--- src/rtl/alu_exec_unit.sv ---
// Sequential ALU execution unit: latches operands/opcode on load, completes single-cycle ops
// in one edge and MUL through a WIDTH-edge shift-add loop, then reports result, zero and overflow.
module alu_exec_unit #(
    parameter int unsigned WIDTH = 8
) (
    input  logic             clk,
    input  logic             rst,
    input  logic             load,
    input  logic [2:0]       op,
    input  logic [WIDTH-1:0] a,
    input  logic [WIDTH-1:0] b,
    output logic             busy,
    output logic             done,
    output logic [WIDTH-1:0] result,
    output logic             overflow,
    output logic             zero
);

    localparam int unsigned SHW = $clog2(WIDTH);
    localparam int unsigned CW  = $clog2(WIDTH) + 1;

    typedef enum logic [1:0] {
        S_IDLE,
        S_EXEC,
        S_MUL
    } state_e;

    typedef enum logic [2:0] {
        OP_ADD  = 3'b000,
        OP_SUB  = 3'b001,
        OP_AND  = 3'b010,
        OP_OR   = 3'b011,
        OP_XOR  = 3'b100,
        OP_SHL  = 3'b101,
        OP_MUL  = 3'b110,
        OP_PASS = 3'b111
    } op_e;

    state_e             state, state_next;
    op_e                op_q;
    logic [WIDTH-1:0]   a_q, b_q;
    logic [2*WIDTH-1:0] acc, mcand, acc_next, shl_full;
    logic [WIDTH-1:0]   mplier;
    logic [CW-1:0]      cnt;
    logic               capture, mul_last, complete;
    logic [WIDTH-1:0]   alu_r;
    logic               alu_ovf;

    assign busy     = (state != S_IDLE);
    assign capture  = load && (state == S_IDLE);
    assign mul_last = (state == S_MUL) && (cnt == CW'(1));
    assign complete = (state == S_EXEC) || mul_last;

    always_ff @(posedge clk or posedge rst) begin
        if (rst) begin
            state <= S_IDLE;
        end else begin
            state <= state_next;
        end
    end

    always_comb begin
        state_next = state;
        case (state)
            S_IDLE: begin
                if (load) begin
                    state_next = (op_e'(op) == OP_MUL) ? S_MUL : S_EXEC;
                end
            end
            S_EXEC:  state_next = S_IDLE;
            S_MUL:   if (cnt == CW'(1)) state_next = S_IDLE;
            default: state_next = S_IDLE;
        endcase
    end

    // MUL completes on the same edge as its last accumulate, so results use acc_next
    always_comb begin
        alu_r    = '0;
        alu_ovf  = 1'b0;
        acc_next = mplier[0] ? (acc + mcand) : acc;
        shl_full = {{WIDTH{1'b0}}, a_q} << b_q[SHW-1:0];
        case (op_q)
            OP_ADD: begin
                alu_r   = a_q + b_q;
                alu_ovf = (a_q[WIDTH-1] == b_q[WIDTH-1]) && (alu_r[WIDTH-1] != a_q[WIDTH-1]);
            end
            OP_SUB: begin
                alu_r   = a_q - b_q;
                alu_ovf = (a_q[WIDTH-1] != b_q[WIDTH-1]) && (alu_r[WIDTH-1] != a_q[WIDTH-1]);
            end
            OP_AND:  alu_r = a_q & b_q;
            OP_OR:   alu_r = a_q | b_q;
            OP_XOR:  alu_r = a_q ^ b_q;
            OP_SHL: begin
                alu_r   = shl_full[WIDTH-1:0];
                alu_ovf = |shl_full[2*WIDTH-1:WIDTH];
            end
            OP_MUL: begin
                alu_r   = acc_next[WIDTH-1:0];
                alu_ovf = |acc_next[2*WIDTH-1:WIDTH];
            end
            OP_PASS: alu_r = a_q;
            default: alu_r = a_q;
        endcase
    end

    always_ff @(posedge clk or posedge rst) begin
        if (rst) begin
            op_q     <= OP_ADD;
            a_q      <= '0;
            b_q      <= '0;
            acc      <= '0;
            mcand    <= '0;
            mplier   <= '0;
            cnt      <= '0;
            done     <= 1'b0;
            result   <= '0;
            overflow <= 1'b0;
            zero     <= 1'b0;
        end else begin
            done <= 1'b0;
            if (capture) begin
                a_q    <= a;
                b_q    <= b;
                op_q   <= op_e'(op);
                acc    <= '0;
                mcand  <= {{WIDTH{1'b0}}, a};
                mplier <= b;
                cnt    <= CW'(WIDTH);
            end
            if (state == S_MUL) begin
                acc    <= acc_next;
                mcand  <= mcand << 1;
                mplier <= mplier >> 1;
                cnt    <= cnt - CW'(1);
            end
            if (complete) begin
                result   <= alu_r;
                overflow <= alu_ovf;
                zero     <= (alu_r == '0);
                done     <= 1'b1;
            end
        end
    end

endmodule

--- config.mk ---
export PLATFORM = sky130hd
export DESIGN_NAME = alu_exec_unit
export DESIGN_NICKNAME = d
export VERILOG_FILES = /design/src/rtl/alu_exec_unit.sv
export SDC_FILE = /design/constraint.sdc
export NUM_CORES = 1
export LEC_CHECK = 0
export CORE_ASPECT_RATIO = 0.5
export CORE_UTILIZATION = 58
export CTS_CLUSTER_SIZE = 10
export DETAILED_ROUTE_END_ITERATION = 10
export HOLD_SLACK_MARGIN = 0.02
export PLACE_DENSITY = 0.78
export RECOVER_POWER = 100
export SETUP_SLACK_MARGIN = 0.4
export SYNTH_ARGS = -nofsm -noshare
export SYNTH_HDL_FRONTEND = slang
export SYNTH_SLANG_ARGS = --single-unit
export TNS_END_PERCENT = 20
--- constraint.sdc ---
create_clock -name clk -period 5 [get_ports clk]
set_clock_uncertainty 0.15 [all_clocks]
set_input_delay 0.75 -clock clk [delete_from_list [all_inputs] [get_ports clk]]
set_output_delay 0.75 -clock clk [all_outputs]
set_load 0.01 [all_outputs]
# Word level (Yosys, flattened, before mapping)
# Cells that the tools add are included.
# totals
reg_bits	76
latchBits	0
ramBits	0
mem_bits_ro	0
input_bits	22
out_inout_bits	12
elab_cells	66
memories	0
# classes
n_addsub	4
multipliers	0
n_div	0
order_cmp	0
eq_ne	17
shifts	1
mux	16
n_bitwise	3
n_reduce_logical	13
# ops
op	n
$mux W16	5
$pmux W8 S8	1
$add A16 B16 Y16	1
$mux W8	2
$reduce_or A8 Y1	2
$shl A8 B3 Y16	1
$eq A3 B3 Y1 const B	5
$add A8 B8 Y8	1
$and A8 B8 Y8	1
$logic_not A8 Y1	1
$mux W4	2
$or A8 B8 Y8	1
$sub A8 B8 Y8	1
$xor A8 B8 Y8	1
$eq A3 B2 Y1 const B	2
$mux W2	3
$eq A4 B1 Y1 const B	1
$logic_and A1 B1 Y1	4
$pmux W1 S4	1
$pmux W2 S2	1
$reduce_bool A2 Y1	2
$sub A4 B1 Y4 const B	1
$eq A3 B1 Y1 const B	1
$logic_not A3 Y1	1
other kinds (10)	12

# Depth between registers and ports, before layout
# depth
ltp_word	4
mapped_depth	12
depth_no_buf	12

# Least setup slack after synthesis
# OpenSTA, ideal clock, no wires.
# synth_timing
path_kind	reg-to-reg
start	reg b_q[1]
end	reg overflow
setup_time_ps	133
arrival_ps	3213
t_required_ps	4717
path_slack_ps	1504
path_stages_with_launch	13
n_path_buf	2
synth_period_minus_slack_ps	3496
cell_sequence	dfrtp_1 clkbuf_1 clkbuf_1 inv_1 ha_1 or2_2 a221oi_1 o221ai_1 mux2i_1 a311o_1 a211o_1 a2111oi_2 a31oi_1
# synth_between
elab_chain_len	4
elab_cells_between_ends	9
cone_classes	2 x add/sub; 2 x eq/ne; 1 x shift; 1 x mux; 3 x reduce/logical
# synth_lines
element	line	text
start, declared	41	logic [WIDTH-1:0] a_q, b_q;
start signal, assigned	111	b_q <= '0;
start signal, assigned	124	b_q <= b;
$sub A8 B8 Y8 or $add A8 B8 Y8 (tied branches)	88, 84	
$ne A1 B1 Y1, on equally long branches	89, 85	
$logic_and A1 B1 Y1, on equally long branches	89, 85	
$pmux W1 S4 *	82	case (op_q)
end signal, assigned	139	overflow <= alu_ovf;
end, declared	15	output logic overflow,
# Every way passes the cells marked *; elsewhere a longest branch is shown, timed or not.
# A chain may end at the register's enable or synchronous reset.

# Final worst setup path
# layout_timing
start	reg state[1]
end	reg overflow
# layout_between
elab_chain_len	3
elab_cells_between_ends	4
cone_classes	2 x eq/ne; 2 x reduce/logical
# layout_lines
element	line	text
start, declared	39	state_e state, state_next;
start signal, assigned	58	state <= state_next;
$eq A2 B2 Y1	51	assign mul_last = (state == S_MUL) && (cnt == CW'(1));
$logic_and A1 B1 Y1	51	
$logic_or A1 B1 Y1 *	52	assign complete = (state == S_EXEC) || mul_last;
# Marked as above.

==> summary by stage <==
Worst setup path
The critical path contains buffers and inverters numbering 2 combined. The endpoint required time on the critical path is 5.06 ns. The endpoint type of the worst setup path is a register. The signal on the critical path passes through nor2b_2, clkbuf_1, nand2_1, o21a_1, inv_1, o31ai_1, a311o_1, a211o_1, a2111oi_2, a31oi_1. The type of the worst setup path is reg -> reg. The delay contributed by the slowest stage of the critical path is 1.17 ns.

The cell family contributing the most delay on the critical path is buffers and inverters. The worst-path maximum fanout is 33. The worst setup path is launched from a register. Data on the critical path arrives at its endpoint at 4.15 ns. The slowest stage cell on the critical path is sky130_fd_sc_hd__clkbuf_1.

Clocking
In this run the clock root is driven by a sky130_fd_sc_hd__clkbuf_16. The number of buffers between clock root and the deepest sink is 2. The clock slew at the register clock pins of the worst setup and hold paths is 0.07 ns. The clock latency on the worst-skew pair is 0.35 ns. The post-CTS setup repair buffer count is 0. The H-tree was split into 3 levels. The hold buffer count at CTS is 0. The number of gates resized after cts is 0.

The number of clock buffers inserted by TritonCTS is 9. The number of clock sinks is 76. The clock tree from TritonCTS is built.

Synth
The most used flip-flop cell after synthesis is sky130_fd_sc_hd__dfrtp_1. Ranked by total cell area, the synthesized netlist is headed by sky130_fd_sc_hd__dfrtp_1, sky130_fd_sc_hd__ha_1, sky130_fd_sc_hd__nand2_1. The compound-gate portion of the synthesized area is 0.2355.

After synthesis, the mean cell area works out to 8.586 um^2. The post-synth net total is 696. The count of cell types in the netlist is 61. Among all cell types in the netlist, the one instantiated most often is sky130_fd_sc_hd__nand2_1. The synthesized-area fraction occupied by and/or/nand/nor cells is 0.1825. Yosys printed 0 warnings. The mux share of post-synthesis cell area is 0.04349. Synthesis inferred 76 register bits. The number of enable-type register cells in the synthesized netlist is 0. The cell count after synthesis came out at 630. The area share of xor/xnor cells in the synthesized design is 0.02915. The commonest cells after synthesis are sky130_fd_sc_hd__nand2_1, sky130_fd_sc_hd__dfrtp_1, sky130_fd_sc_hd__o21ai_0, sky130_fd_sc_hd__ha_1, sky130_fd_sc_hd__nor2_1. The sequential element share of the synthesized area is 0.3516. sky130_fd_sc_hd__dfrtp_1 takes more of the synthesized area than any other cell. The largest family of logic cells by synthesized area is compound AO/OA/AOI/OAI gates.

The post-synthesis instance area is 5409 um^2. The fraction of registers with async set or reset after synthesis is 1.000. The share of the synthesized area in the top cell type is 0.3516.

The synthesized-area fraction occupied by adder cells is 0.1059.

STA
Dividing the final minimum period by the clock period gives 0.8183. The final number of max-transition violations is 74. The relative slew slack is -0.1602. The final-layout setup total negative slack is 0 ns. Setup repair after global routing left no endpoint under its margin. The minimum period implied by the final worst setup slack is 4.091 ns.

The count of endpoints failing hold in the final timing report is 0. Timing would allow up to 0.2444 GHz. Setup violations remaining at the end of the flow were counted as 0. At the pin with the least slew margin, the transition time is 1.731 ns.

Power and ir drop
The worst IR drop on VDD is 0.2634 mV. The leakage dissipation is 2.797 nW. The power density normalized to cell area is 514.7 nW/um^2.

Placed design
The placed cell count is 752. The congestion estimate from routability-driven global placement came to 1.004. In this run the tool buffered the top-level ports with 33 buffer cells. The placed wire-length estimate after detailed placement is 10,880 um.

Global route
The total global routing overflow is 0. For this run, the total global-route usage over all layers was measured as 0.3266. The pin count of the biggest net entering global routing is 40. The wire length of the first global-routing pass is 24,450 um.

The initial antenna violation count came to 1. The number of global-route vias before repair was 4,598.

Route
The detailed-route via count is 4,906. Using the TritonRoute via totals, the vias-per-cell ratio works out to 6.388. The total routed wirelength is 14,770 um. The total DRC errors in the routed layout is 2. After the first detailed-routing iteration, the DRC count stood at 492. Once detail routing completed, the nets flagged for antenna violations numbered 0. Dividing the detail-routed wire length by the instance count gives 19.24 um. The total iterations of the first detailed-routing run is 8.

Die
The area of the core region is 8889 um^2. From bottom edge to top edge, the die measures 70.29 um. The standard-cell row count is 24. For this design the top-level I/O count stands at 34.

For this configuration, the core starts out at a cell density of 0.6085. The width of the chip is 138.6 um. The die covers 9739 um^2.

Min path
The worst hold path class is reg -> reg.

Final layout
At the end of the flow, the number of nets in the layout was 712. The repair_antennas step left the layout with diodes totalling 0. Summing all flip-flop and latch instances after layout gives 1902 um^2.

In the final layout, the multi-input gates occupy 3229 um^2. The layout has 707 filler cells. Measured on the finished design, the core utilization comes to 0.6827. In the final layout, the share of cells above drive strength 1 is 0.05069. The number of non-filler instances in the completed layout is 768. Compared with the post-synthesis result, the final layout area differs by 12.19%.

Outcome
The flow ran to the end, but the final reports show violations. The checks that failed: DRC, capacitance limit, slew limit.

Run
The max-cap violation count is 2.
[metrics by stage]
stage / worst slack, ns / power [W] / hold WS (ns) / cell area (um^2)
after floorplan: 1.504 / 0.002033 / 0.2891 / 5409
after global placement: 1.405 / 0.002437 / 0.3011 / 5787
after detailed placement: 1.336 / 0.002458 / 0.3068 / 5787
after CTS: 1.288 / 0.003113 / 0.3221 / 6077
after global routing: 0.6168 / 0.003333 / 0.3539 / 6068
final: 0.9087 / 0.003123 / 0.3120 / 6068
[cells in the final DEF (no fill, tap or decap), types with 13 or more instances in the layout]
cell type / instances
sky130_fd_sc_hd__dfrtp_1: 76
sky130_fd_sc_hd__a21oi_1: 24
sky130_fd_sc_hd__nor3_1: 13
sky130_fd_sc_hd__dlygate4sd3_1: 14
sky130_fd_sc_hd__o21ai_0: 50
sky130_fd_sc_hd__nand3_1: 22
sky130_fd_sc_hd__a22oi_1: 14
sky130_fd_sc_hd__nand2_1: 110
sky130_fd_sc_hd__clkdlybuf4s50_1: 19
sky130_fd_sc_hd__nor2_1: 41
sky130_fd_sc_hd__inv_1: 37
sky130_fd_sc_hd__ha_1: 41
[worst paths after layout]
| path | from | end | slack, ns | cells past startpoint |
|---|---|---|---|---|
| worst min register to register | result[2]$_DFFE_PP0P_ | result[2]$_DFFE_PP0P_ | 0.31 | 2 |
| max in group asynchronous | rst | a_q[2]$_DFFE_PP0P_ | 2.41 | 3 |
| worst max-delay path | state[1]$_DFFE_PP0P_ | overflow$_DFFE_PP0P_ | 0.91 | 10 |
| worst min-delay path | result[2]$_DFFE_PP0P_ | result[2]$_DFFE_PP0P_ | 0.31 | 2 |
| min in group asynchronous | rst | mcand[13]$_DFFE_PP0P_ | 1.12 | 2 |
| worst max register to register | state[1]$_DFFE_PP0P_ | overflow$_DFFE_PP0P_ | 0.91 | 10 |
[flip-flops by register name, summed over array words and instances (netlist names), 3 cells and up]
signal and cells:
a_q 8, acc 16, b_q 8, cnt 4
mcand 16, mplier 8, op_q 3, result 8
[where the power goes]
group	total, W	switching (W)	internal, W
sequential	0.00101	0.000228	0.000783
combinational	0.00146	0.000848	0.000615
clock	0.000649	0.000299	0.000350
total	0.00312	0.00137	0.00175
[metal layers]
| layer | GRT usage | vias up | part of all wire |
|---|---|---|---|
| met2 | 0.4958 | 198 | 0.43 |
| li1 | - | 2309 | - |
| met3 | 0.09396 | 27 | 0.086 |
| met1 | 0.4597 | 2372 | 0.46 |
| met4 | 0.07865 | 0 | 0.015 |
| met5 | 0 | - | 0 |
[worst register-to-register path, cell delays in order, from the launching register on]
cell and delay (ns):
sky130_fd_sc_hd__dfrtp_1 0.38, sky130_fd_sc_hd__nor2b_2 0.14, sky130_fd_sc_hd__clkbuf_1 1.17, sky130_fd_sc_hd__nand2_1 0.14
sky130_fd_sc_hd__o21a_1 0.31, sky130_fd_sc_hd__inv_1 0.41, sky130_fd_sc_hd__o31ai_1 0.22, sky130_fd_sc_hd__a311o_1 0.38
sky130_fd_sc_hd__a211o_1 0.30, sky130_fd_sc_hd__a2111oi_2 0.21, sky130_fd_sc_hd__a31oi_1 0.13
[logic make-up after synthesis]
| family | after synthesis |
|---|---|
| adder cells (fa/ha/maj) | 44 |
| AND/OR/NAND/NOR | 223 |
| multiplexers | 16 |
| XOR/XNOR | 18 |
| AO/OA/AOI/OAI | 182 |
| flip-flops | 76 |
| buffers and inverters | 71 |
[area by class of cell]
type,count,share of cell area
multi-input cells,483,0.5322
flip-flops and latches,76,0.3134
repair buffers,37,0.05814
clock buffers,9,0.03711
inverters,39,0.02433
well taps,117,0.02412
clock inverters,7,0.01072
Power figures use the tool's default switching activity.
==> patch: new RTL, same flow settings <==
Add an input register stage for `load`, `op`, `a` and `b`, cleared by the reset; this delays them by one clock. Comments in the files are not updated.
--- a/src/rtl/alu_exec_unit.sv
+++ b/src/rtl/alu_exec_unit.sv
@@ -38,2 +38,21 @@
 
+    logic load_q;
+    logic [2:0] op_r;
+    logic [WIDTH-1:0] a_r;
+    logic [WIDTH-1:0] b_r;
+
+    always_ff @(posedge clk or posedge rst) begin
+        if (rst) begin
+            load_q <= '0;
+            op_r   <= '0;
+            a_r    <= '0;
+            b_r    <= '0;
+        end else begin
+            load_q <= load;
+            op_r   <= op;
+            a_r    <= a;
+            b_r    <= b;
+        end
+    end
+
     state_e             state, state_next;
@@ -49,3 +68,3 @@
     assign busy     = (state != S_IDLE);
-    assign capture  = load && (state == S_IDLE);
+    assign capture  = load_q && (state == S_IDLE);
     assign mul_last = (state == S_MUL) && (cnt == CW'(1));
@@ -65,4 +84,4 @@
             S_IDLE: begin
-                if (load) begin
-                    state_next = (op_e'(op) == OP_MUL) ? S_MUL : S_EXEC;
+                if (load_q) begin
+                    state_next = (op_e'(op_r) == OP_MUL) ? S_MUL : S_EXEC;
                 end
@@ -122,8 +141,8 @@
             if (capture) begin
-                a_q    <= a;
-                b_q    <= b;
-                op_q   <= op_e'(op);
+                a_q    <= a_r;
+                b_q    <= b_r;
+                op_q   <= op_e'(op_r);
                 acc    <= '0;
-                mcand  <= {{WIDTH{1'b0}}, a};
-                mplier <= b;
+                mcand  <= {{WIDTH{1'b0}}, a_r};
+                mplier <= b_r;
                 cnt    <= CW'(WIDTH);
Formal check against the unedited RTL: not equivalent (a bounded check fails within 4 cycles, from zero or initial values and one cycle with rst high).
==> patch against the original RTL <==
- the flow finishes with violations (capacitance limit, slew limit)
- sequential power increased by 17%
- total power increased by 8.9%
- cell area increased by 10%
- synthesized area increased by 12%
- largest cell class unchanged
- sequential cell count increased by 20
- setup slack improved by 280 ps
- wire length increased by 4.1%
- critical endpoint is now mcand[0]
- non-clock buffer count unchanged
==> patch: results (changes against the original RTL) <==
[global_routing]
gr-usage-met1_pct=45.24  ; was 45.97%
grt_util_met2_pct=43.60  ; was 49.58%
grt_pass1_wl_um=24470  ; was 24450 um
track_usage_pct=29.66  ; was 32.66%
antenna_found_initial=0  ; was 1
grt_pass1_vias=4625  ; was 4598

[route]
num_vias=5073  ; was 4906
met3_length_um=1057  ; was 1276 um
drt-pass1-iter-count=5  ; was 8
vias_per_cell=6.097  ; was 6.388
wl_per_cell_um=18.49  ; was 19.24 um
wl_met1_um=7710  ; was 6860 um
drt-initial-drc-count=449  ; was 492
wl_met2_um=6528  ; was 6414 um

[sta]
holdWs_ps=322.7  ; was 312.0 ps
slew_viol_final=118  ; was 74
relSlewSlack_pct=-81.24  ; was -16.02%

[min_path]
hold_path_end=result[5]  ; was result[2]
worstHoldStart=result[5]  ; was result[2]

[worst_setup_path]
crit_slowest_cell=and2_0  ; was clkbuf_1
max_stage_delay_ps=2000  ; was 1170 ps
critPathTopFamily=simple AND/OR/NAND/NOR gates  ; was buffers and inverters
r2r_slack_ps=1190  ; was 910 ps
startpoint=state[0]  ; was state[1]
crit_arrival_ps=3890  ; was 4150 ps

[finish]
finalNetCount=758  ; was 712
num-multi-input-gates=512  ; was 483
final-clk-cell-share_pct=4.580  ; was 4.784%
drive_above_1_share_pct=5.595  ; was 5.069%
finish.utilization_pct=68.14  ; was 68.27%
fillCellCount=828  ; was 707
ff_latch_area_um2=2402  ; was 1902 um^2
multiInputGateArea_um2=3323  ; was 3229 um^2
inverters=36  ; was 39

[place]
globalplace.congestion=0.9501  ; was 1.004
placedCellCount=816  ; was 752
preCtsSetupSlack_ps=1580  ; was 1336 ps

[synthesis]
yosys-top-cells-count=111 x nand2_1, 96 x dfrtp_1, 52 x o21ai_0  ; was 110 x nand2_1, 76 x dfrtp_1, 50 x o21ai_0
ys_seq_area_share_pct=39.50  ; was 35.16%
syn_inst=678  ; was 630
yosys-top-cells-area=dfrtp_1 39%, ha_1 8.4%, nand2_1 6.9%  ; was dfrtp_1 35%, ha_1 9.5%, nand2_1 7.6%

[power]
seq-power_mw=1.18  ; was 1.01 mW
p_leak_nw=3.111  ; was 2.797 nW
p_int_mw=1.921  ; was 1.748 mW
ir_drop_mv=0.2313  ; was 0.2634 mV

[outcome]
violations=capacitance limit, slew limit  ; was DRC, capacitance limit, slew limit
status=finished, violations left  ; unchanged

[flow_run]
cap_violations=2  ; unchanged

[floorplan]
die_area_um2=10920  ; was 9739 um^2

[cts]
clock-sinks=96  ; was 76

==> patch: cell types whose count changed in the layout (fill, tap and decap cells not counted), sizes merged, moves of 6 or more <==
cell / before / now
o21ai: 50 / 56
dlygate4sd3: 14 / 33
nand3: 22 / 28
a221o: 9 / 2
clkdlybuf4s50: 19 / 0
mux4: 6 / 0
a21oi: 24 / 37
a22o: 10 / 4
mux2: 0 / 9
dfrtp: 76 / 96
==> patch: tightest hold or removal path, cell delays in order (launching register included) <==
cell and delay, ps:
dfrtp_1 350, nand2_1 50, nand2_1 50
==> patch: cells by family (layout without fill, tap and decap cells) <==
| group | after synthesis | after routing | synth area share (%) |
|---|---|---|---|
| simple gates | 239 | 239 | 17.82 |
| buf+inv | 70 | 89 | 5.760 |
| xor+xnor | 18 | 18 | 2.592 |
| mux | 24 | 24 | 4.526 |
| fa+ha+maj | 44 | 44 | 9.422 |
| compound gates | 187 | 187 | 20.39 |
| flops | 96 | 96 | 39.50 |
